--- src/rtl/fb_clear.sv ---
// Frame-buffer clear sequencer: while the st controller sits in RST, write CLEAR_VAL
// to every frame-buffer word through a valid/ready port, then hold rst_ok until st leaves RST.
`ifndef RST
`define RST 3'd1
`endif

module fb_clear #(
   parameter int                ADDR_W    = 12,
   parameter int                DATA_W    = 12,
   parameter int                DEPTH     = 4096,
   parameter logic [DATA_W-1:0] CLEAR_VAL = '0
) (
   input  logic              clk,
   input  logic              rst,
   input  logic [2:0]        state,
   input  logic              wr_ready,
   output logic              wr_en,
   output logic [ADDR_W-1:0] wr_addr,
   output logic [DATA_W-1:0] wr_data,
   output logic              busy,
   output logic              rst_ok
);

   typedef enum logic [1:0] {
      IDLE  = 2'd0,
      CLEAR = 2'd1,
      DONE  = 2'd2
   } fsm_t;

   // Last address compared explicitly so DEPTH == 2**ADDR_W never depends on wrap.
   localparam logic [ADDR_W-1:0] LAST_ADDR = ADDR_W'(DEPTH - 1);

   fsm_t              fsm_q;
   logic [ADDR_W-1:0] addr_q;
   logic [ADDR_W-1:0] addr_d;
   logic              in_rst;
   logic              accept;

   assign in_rst = (state == `RST);
   assign accept = (fsm_q == CLEAR) && wr_ready;
   assign addr_d = addr_q + ADDR_W'(1);

   always_ff @(posedge clk or posedge rst) begin
      if (rst) begin
         fsm_q  <= IDLE;
         addr_q <= '0;
      end else begin
         case (fsm_q)
            IDLE: begin
               if (in_rst) begin
                  fsm_q  <= CLEAR;
                  addr_q <= '0;
               end
            end
            CLEAR: begin
               // Leaving RST mid-sweep abandons the sweep even if this cycle's write lands.
               if (!in_rst) begin
                  fsm_q  <= IDLE;
                  addr_q <= '0;
               end else if (accept) begin
                  if (addr_q == LAST_ADDR) begin
                     fsm_q  <= DONE;
                     addr_q <= '0;
                  end else begin
                     addr_q <= addr_d;
                  end
               end
            end
            DONE: begin
               if (!in_rst) begin
                  fsm_q  <= IDLE;
                  addr_q <= '0;
               end
            end
            default: begin
               fsm_q  <= IDLE;
               addr_q <= '0;
            end
         endcase
      end
   end

   assign wr_en   = (fsm_q == CLEAR);
   assign busy    = (fsm_q == CLEAR);
   assign rst_ok  = (fsm_q == DONE);
   assign wr_addr = (fsm_q == CLEAR) ? addr_q : '0;
   assign wr_data = CLEAR_VAL;

endmodule

--- config.mk ---
export PLATFORM = sky130hd
export DESIGN_NAME = fb_clear
export DESIGN_NICKNAME = d
export VERILOG_FILES = /design/src/rtl/fb_clear.sv
export SDC_FILE = /design/constraint.sdc
export NUM_CORES = 1
export LEC_CHECK = 0
export BUFFER_PORTS_ARGS = -buffer_cell sky130_fd_sc_hd__buf_4
export CORE_AREA = 2 2 53 55
export CTS_BUF_LIST = sky130_fd_sc_hd__clkbuf_16
export DETAILED_ROUTE_END_ITERATION = 7
export DIE_AREA = 0 0 55 57
export GPL_TIMING_DRIVEN = 0
export MAX_ROUTING_LAYER = met4
export PLACE_DENSITY = 0.7
export SLEW_MARGIN = 40
export SYNTH_ARGS = -nofsm -noshare
export SYNTH_HDL_FRONTEND = slang
export SYNTH_SLANG_ARGS = --single-unit
--- constraint.sdc ---
create_clock -name clk -period 2.94 [get_ports clk]
set_input_delay 0.735 -clock clk [delete_from_list [all_inputs] [get_ports clk]]
set_output_delay 0.735 -clock clk [all_outputs]
set_load 0.01 [all_outputs]
==> summary.txt <==
STA
  – Final min period: roughly 2400 ps
  – Worst slew pin tran: 548 ps
  – RSZ-0062 raised after global routing: false
  – Final Setup Violations: 0
  – Post-Route Setup TNS: 0 ps
  – Max-slew headroom: a little under two thirds
  – Final period util: approximately four fifths
  – Max Clock Skew: between 4 and 5 ps
  – Highest clock rate: about 420 MHz
  – Final hold vios: 0
  – Final Max Tran Viols: 0

Final layout
  – Most frequent cells in the layout: 33 x buf_4, 14 x dfrtp_1, 12 x and2_1, 12 x conb_1, 10 x nor2_1
  – Commonest non-fill, non-tap cell in the layout: buf_4
  – Fill cells: between 200 and 300
  – Layout cells sized above 1: between 20% and 30%
  – P&R area growth vs syn: 31.1%
  – Utilization after layout: 49.9%
  – Diodes inserted: 0
  – NumNets Final: between 150 and 200

CTS
  – CTS tree: done
  – Hold Buf Count CTS: 0
  – CTS Sinks: 14
  – CTS root buf: clkbuf_16
  – CTS clk-pin slew, worst paths: about 50 ps
  – CTS Buffer Depth: 2
  – Setup Buffers After CTS: 0
  – CTS buffer count: 3
  – # H-tree levels: 1
  – Post-CTS sizing: 0
  – Clock insertion delay at the later pin of the skew report: around 250 ps

Synthesis
  – Yosys top cell by area: dfrtp_1
  – Count of mapped cells out of synthesis: 110
  – Synth cell types: 37
  – Synth area leaders: dfrtp_1 35%, buf_4 9.8%, and2_1 7.5%
  – Mapped Avg Cell Area: approximately 9.0 µm²
  – Synth Register Bits: 14
  – Seq/Total Area, Yosys: around a third
  – Synthesized area: roughly 990 µm²
  – Top cell type's share of synthesized area: a little over a third
  – Yosys warns: 0

Die
  – Std cell rows: 19
  – Die Height: around 57 µm
  – Initial Utilization: about two fifths
  – Die X: around 55 µm
  – Die Area: about 0.0031 mm²
  – I/O pin total: 33
  – CORE AREA: 0.00262 mm²

Power and ir drop
  – Switching share of total power: between 20 and 30%
  – PwrDens: between 400 and 500 mW/mm²
  – Sequential power share: between 30% and 40%
  – Worst VDD drop: around 0.27 mV
  – Static Leakage: 0.698 nW
  – Psw: ~0.19 mW
  – P_int: between 0.4 and 0.5 mW
  – Combinational share of power: between 20% and 30%
  – Clock share of power: about two fifths

Route
  – DRC violations left: 0
  – Drt first-iter violations: 20
  – Wire per inst: about 12 µm
  – Initial DRT Pass Iterations: 4
  – Vias: between 800 and 900
  – Total wire length: around 2100 µm
  – DR vias/cell: roughly 4.9
  – Routed Antenna Nets: 0

Placed design
  – GPL Wtd Cong: ~0.82
  – IO buf count: 20
  – DP HPWL: around 1600 µm

Worst hold path
  – Min-Delay Path Class: flip-flop to flip-flop

Setup path
  – Slowest stage delay, CP: 400 ps
  – Critical path cell sequence: and2b_1, clkbuf_1, and2_1, buf_4
  – CP top delay family: simple AND/OR/NAND/NOR gates
  – Crit end category: output pin
  – Crit path launch type: flip-flop
  – Critical path class: flip-flop to output pin
  – CP arrival: between 1500 and 2000 ps
  – Critical path required time: 2200 ps
  – Slowest CP cell: dfrtp_1
  – Critical path buffers and inverters: 2
  – Critical path peak fanout: 11

Global route
  – GRT overflow: 0
  – Vias in the first global route: between 800 and 900
  – First-pass GRT wire length: roughly 3600 µm
  – Largest net degree at the start of global routing: 15
  – Initial antenna violation count: 0
  – Global-route usage over all layers: ~16%

Outcome
  – Outcome: complete, no violations

Job
  – Max-Cap Viols: 0
-- power by group through the flow --
stage	Clock (mW)	Sequential (mW)	Combinational (mW)
floorplan	0	0.212	0.130
global placement	0	0.213	0.170
detailed placement	0	0.214	0.174
CTS	0.263	0.212	0.176
global route	0.276	0.212	0.199
finish	0.262	0.211	0.175
-- per-layer routing --
metal | global-route usage (%) | vias up | part of all wire, %
met5 | - | - | 0
met4 | 6.97 | 0 | 2.4
met3 | 3.40 | 7 | 3.9
met2 | 28.1 | 23 | 54
met1 | 17.6 | 400 | 40
li1 | - | 437 | -
-- cell type report --
class / instances / area [µm²] / share of cell area, %
Sequential cell: 14 / 350 / 26.9
Clock inverter: 1 / 3.75 / 0.288
Clock buffer: 3 / 75.1 / 5.76
Inverter: 3 / 11.3 / 0.864
Multi-Input combinational cell: 89 / 568 / 43.6
Timing Repair Buffer: 20 / 150 / 11.5
Buffer: 15 / 106 / 8.16
Tap cell: 31 / 38.8 / 2.98
-- path summary, 6_finish.rpt --
path | startpoint | depth (start not counted) | end | slack [ps]
max | fsm_q[1] | 4 | wr_addr[2] | 570
min | fsm_q[1] | 1 | fsm_q[1] | 530
max reg2reg | addr_q[0] | 6 | addr_q[0] | 1120
min reg2reg | fsm_q[1] | 1 | fsm_q[1] | 530
max in group asynchronous | rst | 2 | addr_q[10] | 2040
min in group asynchronous | rst | 2 | addr_q[0] | 540
-- synthesized netlist by cell type --
cell / number
o21ai_0: 4
nand3b_1: 1
clkbuf_1: 1
o2bb2ai_1: 1
nand3_2: 1
and3b_1: 1
o41ai_1: 1
and2b_2: 1
a22o_1: 6
mux2_2: 1
buf_2: 1
xor2_1: 2
and3_1: 2
inv_1: 3
nor3_1: 1
nand2_1: 2
and2b_1: 1
nand4_1: 2
dfrtp_1: 14
nor2b_1: 1
xnor2_1: 1
nor3b_4: 1
nor2_1: 10
a21o_1: 6
ha_1: 1
nand4b_1: 1
buf_4: 13
or4_1: 1
a31oi_1: 1
and4_1: 1
a31oi_4: 1
conb_1: 1
o21ai_1: 1
nand3_1: 7
and2_1: 12
a21oi_1: 4
or2b_1: 1
-- through the flow --
step	total power, mW	hold WS (ps)	std cells	area, µm²	setup slack (ps)
2_1_floorplan	0.343	485	121	1040	973
3_3_place_gp	0.384	504	172	1220	662
3_5_place_dp	0.388	530	172	1220	653
4_1_cts	0.650	542	176	1300	551
5_1_grt	0.688	561	176	1300	445
6_report	0.648	533	176	1300	567
-- sequential cells by signal (all words and copies together), names as in the netlist --
name	flops
fsm_q	2
addr_q	12
-- cell families (layout without fill, tap and decap cells) --
group                      after synthesis  after routing  synth area share (%)
muxes                                    1              1                  1.13
buffers and inverters                   18             42                  11.8
and+or+nand+nor                         47             47                  28.7
adders and majority gates                1              1                  1.26
xor gates and xnor gates                 3              3                  2.64
other                                    1             12                 0.377
DFF                                     14             14                  35.2
AOI/OAI and AO/OA                       25             25                  18.9
Power figures use the tool's default switching activity.
